<file path="src/rtl/ccr_flag_reg_if.sv">
// rtl/ccr_flag_reg_if.sv - CCR stage bundle: decode enables, EX flags, jump/interrupt controls, CCR outputs
interface ccr_flag_reg_if;
  logic       z_en_d;
  logic       n_en_d;
  logic       c_en_d;
  logic       v_en_d;
  logic       stall;
  logic       flush;
  logic       alu_z;
  logic       alu_n;
  logic       alu_c;
  logic       alu_v;
  logic       jz_taken;
  logic       jn_taken;
  logic       jc_taken;
  logic       int_save;
  logic       rti_restore;
  logic [3:0] ccr;
  logic [3:0] ccr_fwd;
  logic       shadow_valid;
  logic       save_ovf;

  modport master (
    output z_en_d, n_en_d, c_en_d, v_en_d,
    output stall, flush,
    output alu_z, alu_n, alu_c, alu_v,
    output jz_taken, jn_taken, jc_taken,
    output int_save, rti_restore,
    input  ccr, ccr_fwd, shadow_valid, save_ovf
  );

  modport slave (
    input  z_en_d, n_en_d, c_en_d, v_en_d,
    input  stall, flush,
    input  alu_z, alu_n, alu_c, alu_v,
    input  jz_taken, jn_taken, jc_taken,
    input  int_save, rti_restore,
    output ccr, ccr_fwd, shadow_valid, save_ovf
  );
endinterface

</file>
<file path="src/rtl/ccr_flag_reg.sv">
// rtl/ccr_flag_reg.sv - condition-code register: staged flag enables, EX commit, jump clears, interrupt shadow
module ccr_flag_reg (
  input  logic           clk,
  input  logic           rst_n,
  ccr_flag_reg_if.slave  bus
);

  typedef enum logic {
    SH_EMPTY = 1'b0,
    SH_FULL  = 1'b1
  } sh_state_t;

  sh_state_t  sh_state;
  logic [3:0] en_q;
  logic [3:0] ccr_q;
  logic [3:0] shadow_q;
  logic       save_ovf_q;

  logic [3:0] alu_flags;
  logic [3:0] jump_clr;
  logic [3:0] wr_mask;
  logic       restore;
  logic [3:0] ccr_next;

  assign alu_flags = {bus.alu_v, bus.alu_c, bus.alu_n, bus.alu_z};
  assign jump_clr  = {1'b0, bus.jc_taken, bus.jn_taken, bus.jz_taken};
  assign restore   = bus.rti_restore && (sh_state == SH_FULL);

  // ALU write beats jump clear per bit; a valid restore overrides both.
  always_comb begin
    wr_mask  = bus.stall ? 4'b0000 : en_q;
    ccr_next = (alu_flags & wr_mask) | (ccr_q & ~wr_mask & ~jump_clr);
    if (restore) begin
      ccr_next = shadow_q;
    end
  end

  always_ff @(posedge clk or negedge rst_n) begin
    if (!rst_n) begin
      en_q <= 4'b0000;
    end else if (bus.flush) begin
      en_q <= 4'b0000;
    end else if (!bus.stall) begin
      en_q <= {bus.v_en_d, bus.c_en_d, bus.n_en_d, bus.z_en_d};
    end
  end

  always_ff @(posedge clk or negedge rst_n) begin
    if (!rst_n) begin
      ccr_q <= 4'b0000;
    end else begin
      ccr_q <= ccr_next;
    end
  end

  // Save captures ccr_next so a simultaneous EX commit or restore is preserved.
  always_ff @(posedge clk or negedge rst_n) begin
    if (!rst_n) begin
      sh_state   <= SH_EMPTY;
      shadow_q   <= 4'b0000;
      save_ovf_q <= 1'b0;
    end else begin
      case (sh_state)
        SH_EMPTY: begin
          if (bus.int_save) begin
            shadow_q <= ccr_next;
            sh_state <= SH_FULL;
          end
        end
        SH_FULL: begin
          if (bus.int_save) begin
            shadow_q   <= ccr_next;
            save_ovf_q <= 1'b1;
            sh_state   <= SH_FULL;
          end else if (bus.rti_restore) begin
            sh_state <= SH_EMPTY;
          end
        end
        default: sh_state <= SH_EMPTY;
      endcase
    end
  end

  assign bus.ccr          = ccr_q;
  assign bus.ccr_fwd      = ccr_next;
  assign bus.shadow_valid = (sh_state == SH_FULL);
  assign bus.save_ovf     = save_ovf_q;

endmodule

</file>
<file path="src/flat_wrapper.sv">
// flat-port wrapper written by rule: the top's interface ports become plain ports
module ccr_flag_reg_flat 
  (clk, rst_n, bus_z_en_d, bus_n_en_d, bus_c_en_d, bus_v_en_d, bus_stall, bus_flush, bus_alu_z, bus_alu_n, bus_alu_c, bus_alu_v, bus_jz_taken, bus_jn_taken, bus_jc_taken, bus_int_save, bus_rti_restore, bus_ccr, bus_ccr_fwd, bus_shadow_valid, bus_save_ovf);
  ccr_flag_reg_if bus_i ();
  input  logic clk;
  input  logic rst_n;
  input wire logic [$bits(bus_i.z_en_d)-1:0] bus_z_en_d;
  input wire logic [$bits(bus_i.n_en_d)-1:0] bus_n_en_d;
  input wire logic [$bits(bus_i.c_en_d)-1:0] bus_c_en_d;
  input wire logic [$bits(bus_i.v_en_d)-1:0] bus_v_en_d;
  input wire logic [$bits(bus_i.stall)-1:0] bus_stall;
  input wire logic [$bits(bus_i.flush)-1:0] bus_flush;
  input wire logic [$bits(bus_i.alu_z)-1:0] bus_alu_z;
  input wire logic [$bits(bus_i.alu_n)-1:0] bus_alu_n;
  input wire logic [$bits(bus_i.alu_c)-1:0] bus_alu_c;
  input wire logic [$bits(bus_i.alu_v)-1:0] bus_alu_v;
  input wire logic [$bits(bus_i.jz_taken)-1:0] bus_jz_taken;
  input wire logic [$bits(bus_i.jn_taken)-1:0] bus_jn_taken;
  input wire logic [$bits(bus_i.jc_taken)-1:0] bus_jc_taken;
  input wire logic [$bits(bus_i.int_save)-1:0] bus_int_save;
  input wire logic [$bits(bus_i.rti_restore)-1:0] bus_rti_restore;
  output wire logic [$bits(bus_i.ccr)-1:0] bus_ccr;
  output wire logic [$bits(bus_i.ccr_fwd)-1:0] bus_ccr_fwd;
  output wire logic [$bits(bus_i.shadow_valid)-1:0] bus_shadow_valid;
  output wire logic [$bits(bus_i.save_ovf)-1:0] bus_save_ovf;
  assign bus_i.z_en_d = bus_z_en_d;
  assign bus_i.n_en_d = bus_n_en_d;
  assign bus_i.c_en_d = bus_c_en_d;
  assign bus_i.v_en_d = bus_v_en_d;
  assign bus_i.stall = bus_stall;
  assign bus_i.flush = bus_flush;
  assign bus_i.alu_z = bus_alu_z;
  assign bus_i.alu_n = bus_alu_n;
  assign bus_i.alu_c = bus_alu_c;
  assign bus_i.alu_v = bus_alu_v;
  assign bus_i.jz_taken = bus_jz_taken;
  assign bus_i.jn_taken = bus_jn_taken;
  assign bus_i.jc_taken = bus_jc_taken;
  assign bus_i.int_save = bus_int_save;
  assign bus_i.rti_restore = bus_rti_restore;
  assign bus_ccr = bus_i.ccr;
  assign bus_ccr_fwd = bus_i.ccr_fwd;
  assign bus_shadow_valid = bus_i.shadow_valid;
  assign bus_save_ovf = bus_i.save_ovf;
  ccr_flag_reg u_core (.clk(clk), .rst_n(rst_n), .bus(bus_i));
endmodule
</file>
<file path="config.mk">
export PLATFORM = sky130hd
export DESIGN_NAME = ccr_flag_reg_flat
export DESIGN_NICKNAME = d
export VERILOG_FILES = /design/src/rtl/ccr_flag_reg_if.sv /design/src/rtl/ccr_flag_reg.sv /design/src/flat_wrapper.sv
export SDC_FILE = /design/constraint.sdc
export NUM_CORES = 1
export LEC_CHECK = 0
export CAP_MARGIN = 20
export CORE_AREA = 2 2 39 41
export CTS_CLUSTER_SIZE = 8
export DETAILED_ROUTE_END_ITERATION = 12
export DIE_AREA = 0 0 41 43
export DONT_BUFFER_PORTS = 1
export PLACE_DENSITY = 0.63
export SLEW_MARGIN = 20
export SYNTH_ARGS = -nofsm -noshare
export SYNTH_HDL_FRONTEND = slang
export SYNTH_SLANG_ARGS = --single-unit
</file>
<file path="constraint.sdc">
create_clock -name clk -period 1.1 [get_ports clk]
set_input_delay 0.22 -clock clk [delete_from_list [all_inputs] [get_ports clk]]
set_output_delay 0.22 -clock clk [all_outputs]
set_load 0.05 [all_outputs]
</file>
== Yosys cells after proc, flatten, opt, wreduce, memory -nomap -nowiden ==
Cells that the tools add are included.
Storage, ports and cells
  bits in registers: 14
  output and inout port bits: 10
  logic and storage cells: 24
Operators by class
  equal/unequal tests: 1
  mux-type cells: 9
  bitwise gates (word level): 7
  reduce and logical (&&, ||, !) cells: 2
Operators by type and width (number)
  $mux 4: 5
  $and 4x4->4: 3
  $not 3->4: 1
  $not 4->4: 1
  $or 4x4->4: 1
  $mux 1: 3
  $ne 2x1->1 const B: 1
  $pmux 1 s2: 1
  $reduce_and 2->1: 1
  $logic_and 1x1->1: 1
  $not 1->1: 1

== Longest topological paths before layout ==
Gate-level depths: netlist of run 1.
  word-level depth: 7
  gate-level depth with buffers: 4
  mapped depth without buffers: 3

== Worst setup path before layout of run 1 ==
OpenSTA, ideal clock, no wires.
  kind: register to output
  from: register u_core.sh_state (netlist: u_core.bus.shadow_valid)
  to: output port bus_ccr_fwd[0]
  arrival time: 1765 ps
  data required time: 880 ps
  slack: -885 ps
  cell stages (with the launch flop): 3
  buffers on the path: 0
  path through: dfrtp_1 -> nand2_1 -> a21oi_1
Between the ends
  word-level cells in the longest chain between the ends: 2
RTL lines
  start: declaration: RTL line ccr_flag_reg.sv:13  | sh_state_t sh_state;
  start signal: assignment: RTL line ccr_flag_reg.sv:59  | sh_state <= SH_EMPTY;
  start signal: assignment: RTL line ccr_flag_reg.sv:67  | sh_state <= SH_FULL;
  start signal: assignment: RTL line ccr_flag_reg.sv:74  | sh_state <= SH_FULL;
  $logic_and 1x1->1: RTL line ccr_flag_reg.sv:27  | assign restore = bus.rti_restore && (sh_state == SH_FULL);
  $mux 4: RTL line ccr_flag_reg.sv:33  | if (restore) begin
  end: declaration: RTL line flat_wrapper.sv:23  | output wire logic [$bits(bus_i.ccr_fwd)-1:0] bus_ccr_fwd;
No other way between the ends.

== Worst setup path after layout of run 1 ==
  from: register u_core.en_q[3]
  to: output port bus_ccr_fwd[3]
Between the ends
  word-level cells in the longest chain between the ends: 6
  elaborated cells between the ends (all ways): 7
RTL lines
  start: declaration: RTL line ccr_flag_reg.sv:14  | logic [3:0] en_q;
  start signal: assignment: RTL line ccr_flag_reg.sv:44  | en_q <= {bus.v_en_d, bus.c_en_d, bus.n_en_d, bus.z_en_d};
  $mux 4 *: RTL line ccr_flag_reg.sv:31  | wr_mask = bus.stall ? 4'b0000 : en_q;
  $not 4->4: RTL line ccr_flag_reg.sv:32  | ccr_next = (alu_flags & wr_mask) | (ccr_q & ~wr_mask & ~jump_clr);
  $and 4x4->4 (2 in series): RTL line ccr_flag_reg.sv:32
  $or 4x4->4 *: RTL line ccr_flag_reg.sv:32
  $mux 4 *: RTL line ccr_flag_reg.sv:33
Every way passes the cells marked *; elsewhere a longest branch is shown, timed or not.

==> out/results.tsv, run 1 <==
metric	value	unit
hpwl	879	microns
drv_cap	0	
rsz0062_at_grt	yes	
status	finished, violations left	
hold_path.class	primary input to flop	
syn_nets	72	
yosysMostFrequentCell	dfrtp_1	
dieArea	0.00176	sq mm
grt_use_total	18.8	%
critical_path.max_fanout	2	
fin_crit_sh	140	%
initial_core_util	45.5	%
fin_cells	93	
path_cells	nor2b_4, mux2i_4, a21oi_4, buf_12	
cts_made_buffers	3	
drt_wl_total	1.31	mm
yosys.area.top_type	dfrtp_1	
final_area	982	sq um
path_class	flop to output port	
drt-initial-drc-count	0	
synth_seq_cells	14	
ys_warn_count	0	
crit_arrival	1.32	ns
slew_viol_final	0	
drc	0	
startpoint_type	flop	
synth.area.top_cells	dfrtp_1, mux2i_1, nor2_1, nand2b_4, a21oi_1	
antenna_found_initial	0	
core-area	0.00138	sq mm
reg2regPathDepth	6	
die_w	41	microns
worstMarginPinSlew	0.624	ns
rows	14	
areaGrowthSynthToFinish	56.1	%
clock_latency	0.29	ns
cp.depth	4	
p_leak	0.418	nW
post-route-util	71.0	%
firstDrtPassIters	1	
synth_edf_count	0	
cp-startpoint	u_core.en_q[3]$_DFFE_PN0P_	
slowest_stage	dfrtp_1	
fin_ws	-0.444	ns
ys_seq_area_share	55.7	%
routed_via_density	5.06	
worst_clock_skew	0.00619	ns
avgRoutedWirePerCell	14.1	microns
hold_start	bus_int_save	
grt_first_pass_wirelength	2.05	mm
syn_area	629	sq um
ant_nets	0	
synth_cells	55	
ir_drop	0.000930	V
cts_tree	built	
async_reset_ff_share	100	%
grt_pass1_vias	492	
nets	95	
die_h	43	microns
min_period	1.54	ns
failed_checks	negative setup slack	
drive_above_1_share	58.4	%
holdWs	0.0156	ns
crit_family	flip-flops	
placedInstanceArea	811	sq um
clk_pin_slew	0.08	ns
syn_area_per_cell	11.4	sq um
hold_violations	0	
worstPathRequired	0.88	ns
p_per_area	1570	mW/mm^2
grt_max_degree	15	
synth_top_area_share	55.7	%
n_antenna_cell	0	
r2r_start	u_core.bus.shadow_valid$_DFF_PN0_	
grt-ovfl-total	0	
worstHoldPathCells	1	
clock-sinks	14	
critPathMaxStageDelay	0.37	ns
synth.distinct_cells	12	
end_kind	output port	
dr_total_vias	471	
fmax	648	MHz
place_congestion	0.675	
setup_viol	13	
htree_levels	1	
slew_headroom	58.3	%
dp_worst_setup_slack	-0.188	ns
clockBufferDepth	2	
power	1.54	mW
cts_root_buf	clkbuf_4	
crit_buf_inv	1	
dp.cells	81	
numPortBuffers	0	
fin_setup_tns	-2.97	ns
yosys-top-cells-count	dfrtp_1, nor2_1, a21oi_1, mux2i_1	
synth-main-ff-cell	dfrtp_1	
pin_count	27	
## where the power goes
group	internal (mW)	switching, mW	leakage (nW)
clock network	0.141	0.169	0.0150
logic	0.261	0.336	0.243
registers	0.584	0.0535	0.160
## cells in the final DEF, fill, tap and decap left out, types with 4 or more instances in the layout
master | netlist | layout
a21oi_4 | 0 | 4
buf_4 | 0 | 8
mux2i_1 | 8 | 4
dfrtp_1 | 14 | 8
buf_6 | 1 | 6
dfrtp_2 | 0 | 5
nor2_1 | 12 | 8
a21oi_1 | 8 | 4
## what timing repair did
action,4_1_cts,5_1_grt
gates resized for setup,15,6
pin swaps,4,3
setup endpoints to repair,15,17
setup buffers,4,1
endpoints found under the hold margin,17,1
hold buffers,2,1
## registers in the layout, indices dropped and copies added (netlist names)
register / cells
u_core.bus.ccr: 4
u_core.en_q: 4
u_core.shadow_q: 4
u_core.bus.save_ovf: 1
u_core.bus.shadow_valid: 1
## metal layers
layer / vias up / GRT usage, % / wire (microns)
met5: - / 0 / 0
met4: 0 / 16.0 / 51
met3: 5 / 4.71 / 86
met2: 16 / 28.1 / 679
met1: 223 / 20.8 / 496
li1: 227 / - / -
## cells by family after synthesis
logic type             count (synthesis)  share of synthesized area [%]
AO/OA/AOI/OAI                         11                           10.5
buffers and inverters                  2                           2.38
flip-flops                            14                           55.7
multiplexers                           8                           12.7
AND/OR/NAND/NOR                       20                           18.7
## worst reg2reg max path: cells and delay by family, from the launching register on
kind            cells  cell delay, ns
buf+inv             3            0.42
simple gates        1            0.04
compound gates      2            0.25
flops               1            0.51
## path summary, 6_finish.rpt
| kind | end | slack, ns |
|---|---|---|
| max | bus_ccr_fwd[3] | -0.44 |
| min | u_core.bus.shadow_valid$_DFF_PN0_ | 0.02 |
| max reg2reg | u_core.shadow_q[3]$_DFFE_PN0P_ | -0.20 |
| min reg2reg | u_core.shadow_q[0]$_DFFE_PN0P_ | 0.55 |
| max in group asynchronous | u_core.bus.shadow_valid$_DFF_PN0_ | 0.26 |
| min in group asynchronous | u_core.shadow_q[3]$_DFFE_PN0P_ | 0.38 |
## layout make-up
type                            instances  area, sq um
Tap cell                               16         20.0
Multi-Input combinational cell         39          374
Sequential cell                        14          360
Timing Repair Buffer                   19          198
Inverter                                1         3.75
Clock buffer                            4         26.3
Fill cell                             107          402
No activity file was read; power rests on OpenSTA's default activity.
==> inputs of run 2 (changes only) <==
- CAP_MARGIN: 20 -> unset
==> results of run 2 <==
The final DEF is identical to that of run 1; final timing and power are the same.
